### config.mk
export PLATFORM = sky130hd
export DESIGN_NAME = ara_vcpop_seq_flat
export DESIGN_NICKNAME = d
export VERILOG_FILES = /design/src/rtl/ara_vcpop_seq_if.sv /design/src/rtl/ara_vcpop_seq.sv /design/src/flat_wrapper.sv
export SDC_FILE = /design/constraint.sdc
export NUM_CORES = 1
export LEC_CHECK = 0
export ABC_AREA = 1
export CORE_ASPECT_RATIO = 1.4
export CORE_UTILIZATION = 46
export CTS_CLUSTER_SIZE = 28
export DETAILED_ROUTE_END_ITERATION = 8
export HOLD_SLACK_MARGIN = 0.05
export PLACE_DENSITY = 0.76
export SLEW_MARGIN = 30
export SYNTH_ARGS = -nofsm -noshare
export SYNTH_HDL_FRONTEND = slang
export SYNTH_SLANG_ARGS = --single-unit
### constraint.sdc
create_clock -name clk_i -period 9.5 [get_ports clk_i]
set_clock_uncertainty 0.2 [all_clocks]
set_input_delay 1.425 -clock clk_i [delete_from_list [all_inputs] [get_ports clk_i]]
set_output_delay 1.425 -clock clk_i [all_outputs]
set_load 0.02 [all_outputs]
### src/rtl/ara_vcpop_seq_if.sv
// Handshake bundle for the vcpop.m / vfirst.m sequencer: command, operand beats and result.
// Signal names carry the direction as seen from the sequencer.
interface ara_vcpop_seq_if #(
  parameter int unsigned VLEN = 32'd4096
);
  localparam int unsigned CntW = $clog2(VLEN + 1);

  logic            cmd_valid_i;
  logic            cmd_ready_o;
  logic [CntW-1:0] cmd_vl_i;
  logic            cmd_vm_i;
  logic            operand_valid_i;
  logic            operand_ready_o;
  logic [63:0]     operand_i;
  logic [63:0]     mask_i;
  logic            result_valid_o;
  logic            result_ready_i;
  logic [CntW-1:0] result_cnt_o;
  logic [63:0]     result_first_o;

  modport master (
    output cmd_valid_i, cmd_vl_i, cmd_vm_i,
    output operand_valid_i, operand_i, mask_i,
    output result_ready_i,
    input  cmd_ready_o, operand_ready_o,
    input  result_valid_o, result_cnt_o, result_first_o
  );

  modport slave (
    input  cmd_valid_i, cmd_vl_i, cmd_vm_i,
    input  operand_valid_i, operand_i, mask_i,
    input  result_ready_i,
    output cmd_ready_o, operand_ready_o,
    output result_valid_o, result_cnt_o, result_first_o
  );
endinterface

### src/rtl/ara_vcpop_seq.sv
// Walks a multi-word mask operand 64 bits per beat, applying v0 and tail masks,
// accumulating the popcount and locating the first active set bit.
module ara_vcpop_seq #(
  parameter int unsigned VLEN = 32'd4096
) (
  input logic             clk_i,
  input logic             rst_ni,
  ara_vcpop_seq_if.slave  bus
);
  localparam int unsigned CntW  = $clog2(VLEN + 1);
  localparam int unsigned WIdxW = CntW - 6;

  typedef enum logic [1:0] {
    S_IDLE = 2'd0,
    S_RUN  = 2'd1,
    S_DONE = 2'd2
  } state_e;

  state_e           r_state;
  logic             r_cmd_ready;
  logic             r_operand_ready;
  logic             r_result_valid;
  logic             r_vm;
  logic             r_found;
  logic [CntW-1:0]  r_rem;
  logic [WIdxW-1:0] r_word_idx;
  logic [CntW-1:0]  r_cnt;
  logic [63:0]      r_first;

  logic [CntW-1:0]  w_vl_sat;
  logic [63:0]      w_tail;
  logic [63:0]      w_eff;
  logic [6:0]       w_pop;
  logic [5:0]       w_lsb;
  logic             w_last;

  function automatic logic [6:0] popcnt64(input logic [63:0] v);
    logic [6:0] s;
    s = 7'd0;
    for (int i = 0; i < 64; i++) begin
      s = s + {6'd0, v[i]};
    end
    return s;
  endfunction

  function automatic logic [5:0] lsb_idx(input logic [63:0] v);
    logic [5:0] idx;
    idx = 6'd0;
    for (int i = 63; i >= 0; i--) begin
      if (v[i]) begin
        idx = 6'(i);
      end
    end
    return idx;
  endfunction

  // Beat datapath: saturate vl, build the tail mask and the effective word.
  always_comb begin
    w_vl_sat = bus.cmd_vl_i;
    if (bus.cmd_vl_i > CntW'(VLEN)) begin
      w_vl_sat = CntW'(VLEN);
    end else begin
      w_vl_sat = bus.cmd_vl_i;
    end
    w_tail = {64{1'b1}};
    if (r_rem >= CntW'(7'd64)) begin
      w_tail = {64{1'b1}};
    end else begin
      w_tail = (64'd1 << r_rem[5:0]) - 64'd1;
    end
    w_eff  = bus.operand_i & (r_vm ? {64{1'b1}} : bus.mask_i) & w_tail;
    w_pop  = popcnt64(w_eff);
    w_lsb  = lsb_idx(w_eff);
    w_last = (r_rem <= CntW'(7'd64));
  end

  // Sequencer FSM with registered handshake and result outputs.
  always_ff @(posedge clk_i or negedge rst_ni) begin
    if (!rst_ni) begin
      r_state         <= S_IDLE;
      r_cmd_ready     <= 1'b0;
      r_operand_ready <= 1'b0;
      r_result_valid  <= 1'b0;
      r_vm            <= 1'b0;
      r_found         <= 1'b0;
      r_rem           <= {CntW{1'b0}};
      r_word_idx      <= {WIdxW{1'b0}};
      r_cnt           <= {CntW{1'b0}};
      r_first         <= {64{1'b1}};
    end else begin
      case (r_state)
        S_IDLE: begin
          if (r_cmd_ready && bus.cmd_valid_i) begin
            r_cmd_ready <= 1'b0;
            r_vm        <= bus.cmd_vm_i;
            r_rem       <= w_vl_sat;
            r_word_idx  <= {WIdxW{1'b0}};
            r_found     <= 1'b0;
            r_cnt       <= {CntW{1'b0}};
            r_first     <= {64{1'b1}};
            if (w_vl_sat == {CntW{1'b0}}) begin
              r_result_valid <= 1'b1;
              r_state        <= S_DONE;
            end else begin
              r_operand_ready <= 1'b1;
              r_state         <= S_RUN;
            end
          end else begin
            r_cmd_ready <= 1'b1;
          end
        end
        S_RUN: begin
          if (r_operand_ready && bus.operand_valid_i) begin
            r_cnt      <= r_cnt + CntW'(w_pop);
            r_word_idx <= r_word_idx + WIdxW'(1'b1);
            if (!r_found && (w_eff != 64'd0)) begin
              r_first <= 64'({r_word_idx, w_lsb});
              r_found <= 1'b1;
            end
            if (w_last) begin
              r_rem           <= {CntW{1'b0}};
              r_operand_ready <= 1'b0;
              r_result_valid  <= 1'b1;
              r_state         <= S_DONE;
            end else begin
              r_rem <= r_rem - CntW'(7'd64);
            end
          end
        end
        S_DONE: begin
          if (r_result_valid && bus.result_ready_i) begin
            r_result_valid <= 1'b0;
            r_cmd_ready    <= 1'b1;
            r_state        <= S_IDLE;
          end
        end
        default: begin
          r_state         <= S_IDLE;
          r_cmd_ready     <= 1'b0;
          r_operand_ready <= 1'b0;
          r_result_valid  <= 1'b0;
        end
      endcase
    end
  end

  assign bus.cmd_ready_o     = r_cmd_ready;
  assign bus.operand_ready_o = r_operand_ready;
  assign bus.result_valid_o  = r_result_valid;
  assign bus.result_cnt_o    = r_cnt;
  assign bus.result_first_o  = r_first;
endmodule

### src/flat_wrapper.sv
// flat-port wrapper written by rule: the top's interface ports become plain ports
module ara_vcpop_seq_flat 
#(
  parameter int unsigned VLEN = 32'd4096
)
  (clk_i, rst_ni, bus_cmd_valid_i, bus_cmd_vl_i, bus_cmd_vm_i, bus_operand_valid_i, bus_operand_i, bus_mask_i, bus_result_ready_i, bus_cmd_ready_o, bus_operand_ready_o, bus_result_valid_o, bus_result_cnt_o, bus_result_first_o);
  ara_vcpop_seq_if #(.VLEN(VLEN)) bus_i ();
  input logic clk_i;
  input logic rst_ni;
  input wire logic [$bits(bus_i.cmd_valid_i)-1:0] bus_cmd_valid_i;
  input wire logic [$bits(bus_i.cmd_vl_i)-1:0] bus_cmd_vl_i;
  input wire logic [$bits(bus_i.cmd_vm_i)-1:0] bus_cmd_vm_i;
  input wire logic [$bits(bus_i.operand_valid_i)-1:0] bus_operand_valid_i;
  input wire logic [$bits(bus_i.operand_i)-1:0] bus_operand_i;
  input wire logic [$bits(bus_i.mask_i)-1:0] bus_mask_i;
  input wire logic [$bits(bus_i.result_ready_i)-1:0] bus_result_ready_i;
  output wire logic [$bits(bus_i.cmd_ready_o)-1:0] bus_cmd_ready_o;
  output wire logic [$bits(bus_i.operand_ready_o)-1:0] bus_operand_ready_o;
  output wire logic [$bits(bus_i.result_valid_o)-1:0] bus_result_valid_o;
  output wire logic [$bits(bus_i.result_cnt_o)-1:0] bus_result_cnt_o;
  output wire logic [$bits(bus_i.result_first_o)-1:0] bus_result_first_o;
  assign bus_i.cmd_valid_i = bus_cmd_valid_i;
  assign bus_i.cmd_vl_i = bus_cmd_vl_i;
  assign bus_i.cmd_vm_i = bus_cmd_vm_i;
  assign bus_i.operand_valid_i = bus_operand_valid_i;
  assign bus_i.operand_i = bus_operand_i;
  assign bus_i.mask_i = bus_mask_i;
  assign bus_i.result_ready_i = bus_result_ready_i;
  assign bus_cmd_ready_o = bus_i.cmd_ready_o;
  assign bus_operand_ready_o = bus_i.operand_ready_o;
  assign bus_result_valid_o = bus_i.result_valid_o;
  assign bus_result_cnt_o = bus_i.result_cnt_o;
  assign bus_result_first_o = bus_i.result_first_o;
  ara_vcpop_seq #(.VLEN(VLEN)) u_core (.clk_i(clk_i), .rst_ni(rst_ni), .bus(bus_i));
endmodule
# ---- Word level (Yosys, flattened, before mapping)
# Cells that the tools add are included.
dict set report classes {
  n_addsub 67
  order_cmp 3
  eq_ne 9
  shifts 1
  muxes 105
  bitwise 4
  n_reduce_logical 16
}
# op n
set ops {}
lappend ops {{$add 7x1->7} 62}
lappend ops {{$mux 6} 64}
lappend ops {{$mux 64} 5}
lappend ops {{$and 64x64->64} 2}
lappend ops {{$pmux 64 s2} 1}
lappend ops {{$mux 13} 6}
lappend ops {{$reduce_bool 64->1} 1}
lappend ops {{$shl 1x6->64 const A} 1}
lappend ops {{$sub 64x1->64 const B} 1}
lappend ops {{$pmux 13 s2} 2}
lappend ops {{$mux 1} 14}
lappend ops {{$mux 7} 2}
lappend ops {{$pmux 7 s2} 1}
lappend ops {{$add 13x7->13} 1}
lappend ops {{$ge 13x7->1 const B} 1}
lappend ops {{$gt 13x13->1 const B} 1}
lappend ops {{$le 13x7->1 const B} 1}
lappend ops {{$logic_not 13->1} 1}
lappend ops {{$sub 13x7->13 const B} 1}
lappend ops {{$ne 2x1->1 const B} 6}
lappend ops {{$mux 2} 5}
lappend ops {{$reduce_and 5->1} 2}
lappend ops {{$pmux 1 s3} 3}
lappend ops {{$reduce_and 4->1} 2}
lappend ops {{other kinds (14)} 19}
dict set report totals {
  register_bits 104
  input_bits 147
  out_inout_bits 80
  elab_cells 215
}

# ---- Longest topological paths before layout
dict set report logic_depth {
  ltp_word 71
  mapped_depth 79
  mapped_depth_nobuf 78
}

# ---- Least setup slack after synthesis
# Ideal clock, no wire load.
dict set report synth_timing {
  path_type {reg-to-reg}
  start {reg u_core.r_rem[5]}
  end {reg u_core.r_cnt[12] (netlist: u_core.bus.result_cnt_o[12])}
  arrival_ps 9175
  t_required_ps 9164
  setup_slack_ps -11
  path_stages_with_launch 38
  path_cell_list {dfrtp_1 -> buf_4 -> buf_2 -> nor2_1 -> nand2_1 -> nor2_1 -> nand4_1 -> nand3_1 -> clkbuf_1 -> clkbuf_1 -> buf_1 -> o221ai_1 -> ha_1 -> inv_1 -> fa_1 -> fa_1 -> fa_1 -> fa_1 -> [2 not listed] -> fa_1 -> fa_1 -> fa_1 -> fa_1 -> fa_1 -> o31ai_1 -> nand2_1 -> a21oi_1 -> nor2_1 -> nor2_1 -> inv_1 -> a211oi_1 -> inv_1 -> nor3_1 -> inv_1 -> nor2_1 -> and3_1 -> nor3_1}
}
dict set report synth_between {
  elab_chain_len 70
}
# item line
set synth_rtl {}
lappend synth_rtl {{start: declaration} ara_vcpop_seq.sv:25} ;# logic [CntW-1:0] r_rem;
lappend synth_rtl {{start signal: assignment} ara_vcpop_seq.sv:86} ;# r_rem <= {CntW{1'b0}};
lappend synth_rtl {{start signal: assignment} ara_vcpop_seq.sv:96} ;# r_rem <= w_vl_sat;
lappend synth_rtl {{start signal: assignment} ara_vcpop_seq.sv:121} ;# r_rem <= {CntW{1'b0}};
lappend synth_rtl {{$shl 1x6->64} ara_vcpop_seq.sv:69} ;# w_tail = (64'd1 << r_rem[5:0]) - 64'd1;
lappend synth_rtl {{$sub 64x1->64} ara_vcpop_seq.sv:69}
lappend synth_rtl {{$mux 64 (*)} ara_vcpop_seq.sv:66} ;# if (r_rem >= CntW'(7'd64)) begin
lappend synth_rtl {{$and 64x64->64 (*)} ara_vcpop_seq.sv:71} ;# w_eff = bus.operand_i & (r_vm ? {64{1'b1}} : bus.mask_i) & w_tail;
lappend synth_rtl {{$add 1x1->2} ara_vcpop_seq.sv:41} ;# s = s + {6'd0, v[i]};
lappend synth_rtl {{$add 7x1->7 (61 in a row)} ara_vcpop_seq.sv:41}
lappend synth_rtl {{$add 7x1->7 (*)} ara_vcpop_seq.sv:41}
lappend synth_rtl {{$add 13x7->13 (*)} ara_vcpop_seq.sv:114} ;# r_cnt <= r_cnt + CntW'(w_pop);
lappend synth_rtl {{$mux 13 (*)} ara_vcpop_seq.sv:113} ;# if (r_operand_ready && bus.operand_valid_i) begin
lappend synth_rtl {{$pmux 13 s2 (*)} ara_vcpop_seq.sv:91} ;# case (r_state)
lappend synth_rtl {{end signal: assignment} ara_vcpop_seq.sv:88} ;# r_cnt <= {CntW{1'b0}};
lappend synth_rtl {{end signal: assignment} ara_vcpop_seq.sv:99} ;# r_cnt <= {CntW{1'b0}};
lappend synth_rtl {{end signal: assignment} ara_vcpop_seq.sv:114}
lappend synth_rtl {{end: declaration} ara_vcpop_seq.sv:27} ;# logic [CntW-1:0] r_cnt;
# Mark *: on every way between the ends. The rest lies on a longest branch, timed or not. The select of a mux whose other input is x is not followed.
# A chain may end at the register's enable or synchronous reset.

# ---- Worst setup path after layout
dict set report layout_timing {
  start {reg u_core.r_rem[1]}
  end {reg u_core.r_cnt[11] (netlist: u_core.bus.result_cnt_o[11])}
}
# Same word-level chain as after synthesis.

==> run_results.csv <==
group,metric,value,unit
setup_path,setup.worst_path.end_class,"register",
floorplan,floorplan.die_area,19200,sq um
yosys,ys_warn_count,0,
run_status,failed_checks,"setup timing",
setup_path,worst-path-max-fanout,7,
layout,num-fill-cells,1426,
timing,period_minus_slack,9750,ps
clocking,htreeDepth,2,
timing,worst-slew-pin-transition,812,ps
placed_design,placement.cell_area,12400,sq um
global_route,grt_max_degree,55,
setup_path,worst-endpoint-required,9490,ps
global_route,wire_length_of_the_first_global_routing_pass,56100,microns
flow_run,max-cap-violations,0,
layout,area_growth_syn_to_layout,54.8,%
timing,post-route-worst-setup-slack,-251,ps
layout,finalNetCount,1972,
clocking,cts.sinks,54,
hold_path,min_path_type,"register to register",
yosys,mappedNetlistArea,8590,sq um
route,drt.antenna.violating_nets,0,
hold_path,worst_hold_path.num_cells,2,
yosys,synthesized_nets,1561,
yosys,dominantRegCellSynth,"sky130_fd_sc_hd__dfrtp_1",
clocking,clock_edge_transition_at_the_registers_on_the_reported_setup_and_hold_paths,80,ps
route,routed-via-count,10907,
clocking,clock-root-buffer,"sky130_fd_sc_hd__clkbuf_16",
layout,multiInputGateArea,6220,sq um
floorplan,start_util,47.4,%
global_route,grt_use_total,38.2,%
yosys,synth_edf_count,0,
setup_path,setup.worst_path.start_class,"register",
floorplan,die_h,164,microns
placed_design,place.gp.congestion,1.08,
timing,layout_worst_path_cycle_share,103,%
setup_path,critical_path.max_stage_delay,570,ps
setup_path,reg2reg_to,"u_core.bus.result_cnt_o[11]",
clocking,tritoncts_clock_tree,"yes",
timing,max-slew-margin-rel,45.9,%
global_route,globalRouteOverflowTotal,0,
route,wirelength,38900,microns
timing,slew_violations,0,
placed_design,dp_worst_setup_slack,-449,ps
floorplan,die-width,118,microns
layout,share_of_layout_cells_above_drive_strength_1,25.4,%
clocking,clockBufferDepth,2,
setup_path,worstSetupPathType,"register to register",
clocking,cts_inserted_buffers,5,
timing,grt_setup_unrepaired,"true",
route,vias_per_cell,5.50,
route,firstDrtPassIters,8,
yosys,syn_inst,1331,
yosys,avgSynthCellArea,6.46,sq um
yosys,synth_seq_area_share,15.9,%
timing,finalSetupViolCount,5,
route,detail_route.iter0.violations,973,
hold_path,worstHoldStart,"u_core.bus.result_first_o[8]",
floorplan,floorplan.core_area,18100,sq um
setup_path,regToRegStartpoint,"u_core.r_rem[1]",
floorplan,rows,58,
yosys,synth-async-reset-ratio,100,%
layout,sequential_area,1370,sq um
hold_path,whs_endpoint,"u_core.bus.result_first_o[8]",
timing,finalHoldViolations,0,
setup_path,reg2reg_slack,-250,ps
setup_path,critPathSlowestCell,"sky130_fd_sc_hd__fa_1",
run_status,status,"finished, violations left",
yosys,synth-seq-cells,54,
setup_path,worst_ep_arrival_time,9740,ps
clocking,clock_latency_on_the_worst_skew_pair,300,ps
route,wl_per_cell,19.6,microns
setup_path,crit_path_frequent_cell,"sky130_fd_sc_hd__fa_1",
placed_design,hpwl,31200,microns
timing,totalNegativeSetupSlack,-724,ps
layout,insertedDiodeCount,0,
yosys,synth_cell_type_count,52,
placed_design,place.port_buffers,226,
setup_path,rr_worst_depth,45,
route,drcViolationCount,0,
timing,maxClockFrequency,103,MHz
global_route,grt_pass1_vias,10533,
global_route,antenna_found_initial,0,
floorplan,pin_count,227,
layout,layout.cell_area.non_filler,13300,sq um
## kinds of logic after synthesis
family	after synthesis	share of synthesized area, %
flops	54	15.9
compound gates	220	15.5
buf+inv	318	17.0
simple gates	644	33.5
xor+xnor	12	1.22
fa+ha+maj	83	16.9
## what timing repair did
item | CTS | global route
hold buffers | 0 | 0
pin swaps | 6 | 40
buffers inserted | 6 | 24
resized for setup | 26 | 116
endpoints found under the setup margin | 5 | 8
hold endpoints to repair | 0 | 0
## cells in the final DEF (no fill, tap or decap), types with 35 or more instances in the layout
cell / count
sky130_fd_sc_hd__buf_4: 251
sky130_fd_sc_hd__nand2_1: 250
sky130_fd_sc_hd__clkdlybuf4s50_1: 225
sky130_fd_sc_hd__inv_1: 204
sky130_fd_sc_hd__nor2_1: 152
sky130_fd_sc_hd__a21oi_1: 64
sky130_fd_sc_hd__nand3_1: 60
sky130_fd_sc_hd__o21ai_0: 52
sky130_fd_sc_hd__fa_1: 51
sky130_fd_sc_hd__nand4_1: 41
sky130_fd_sc_hd__dfrtp_1: 37
sky130_fd_sc_hd__nor2_2: 35
## layer usage
layer / global-route usage [%] / up-vias / wire length (microns)
met4: 24.5 / 0 / 3060
met3: 5.35 / 175 / 2970
met5: 0 / - / 0
li1: - / 5109 / -
met2: 69.8 / 620 / 19000
met1: 41.5 / 5003 / 13900
## flip-flops by register name (all words and copies together), names as in the netlist
register                    cells
u_core.bus.result_valid_o       1
u_core.r_found                  1
u_core.bus.operand_ready_o      1
u_core.r_state                  2
u_core.bus.cmd_ready_o          1
u_core.bus.result_cnt_o        13
u_core.r_rem                   13
u_core.r_vm                     1
u_core.bus.result_first_o      14
u_core.r_word_idx               7
## worst max-delay path: cells and delay by family, from the launching register on
| family | cells | cell delay, ps |
|---|---|---|
| buffers and inverters | 9 | 1070 |
| AO/OA/AOI/OAI | 6 | 670 |
| adder cells (fa/ha/maj) | 11 | 4950 |
| XOR/XNOR | 2 | 330 |
| flip-flops | 1 | 500 |
| AND/OR/NAND/NOR | 17 | 1900 |
## synth_stat cells, types with 28 or more instances
cell	count	area [sq um]
sky130_fd_sc_hd__a21oi_1	71	355
sky130_fd_sc_hd__buf_4	53	398
sky130_fd_sc_hd__dfrtp_1	40	1000
sky130_fd_sc_hd__fa_1	55	1100
sky130_fd_sc_hd__ha_1	28	350
sky130_fd_sc_hd__inv_1	209	785
sky130_fd_sc_hd__nand2_1	265	995
sky130_fd_sc_hd__nand3_1	65	325
sky130_fd_sc_hd__nand4_1	41	257
sky130_fd_sc_hd__nor2_1	182	683
sky130_fd_sc_hd__nor3_1	35	175
sky130_fd_sc_hd__o21ai_0	62	310
## through the flow
stage | instances | hold WS, ps | util [%]
2_1_floorplan | 1331 | 263 | -
6_report | 1983 | 307 | 73.3
3_3_place_gp | 1945 | 291 | 68.4
5_1_grt | 1983 | 338 | 73.3
4_1_cts | 1959 | 305 | 70.0
3_5_place_dp | 1945 | 285 | 68.4
## how the worst max path moves through the flow
| stage | from | to | slack [ps] | cells past startpoint |
|---|---|---|---|---|
| after CTS | u_core.r_rem[4] | u_core.bus.result_cnt_o[11] | 20 | 45 |
| after detailed placement | bus_operand_i[20] | u_core.bus.result_cnt_o[11] | -450 | 34 |
| after global routing | u_core.r_rem[1] | u_core.bus.result_cnt_o[11] | -630 | 44 |
| after global placement | bus_operand_i[20] | u_core.bus.result_cnt_o[12] | -290 | 31 |
| after floorplan | u_core.r_vm | u_core.bus.result_cnt_o[12] | 60 | 33 |
| final | u_core.r_rem[1] | u_core.bus.result_cnt_o[11] | -250 | 45 |
## area by class of cell
cell class              instances  share of cell area (%)
clock buffers                   5                   0.940
clock inverters                 3                   0.216
inverters                     227                    6.46
multi-input cells             959                    46.8
flip-flops and latches         54                    10.3
well taps                     240                    2.26
repair buffers                495                    33.0
Power is not shown: default switching activity piles up to over one toggle a cycle in this logic, so the estimate is an artifact.
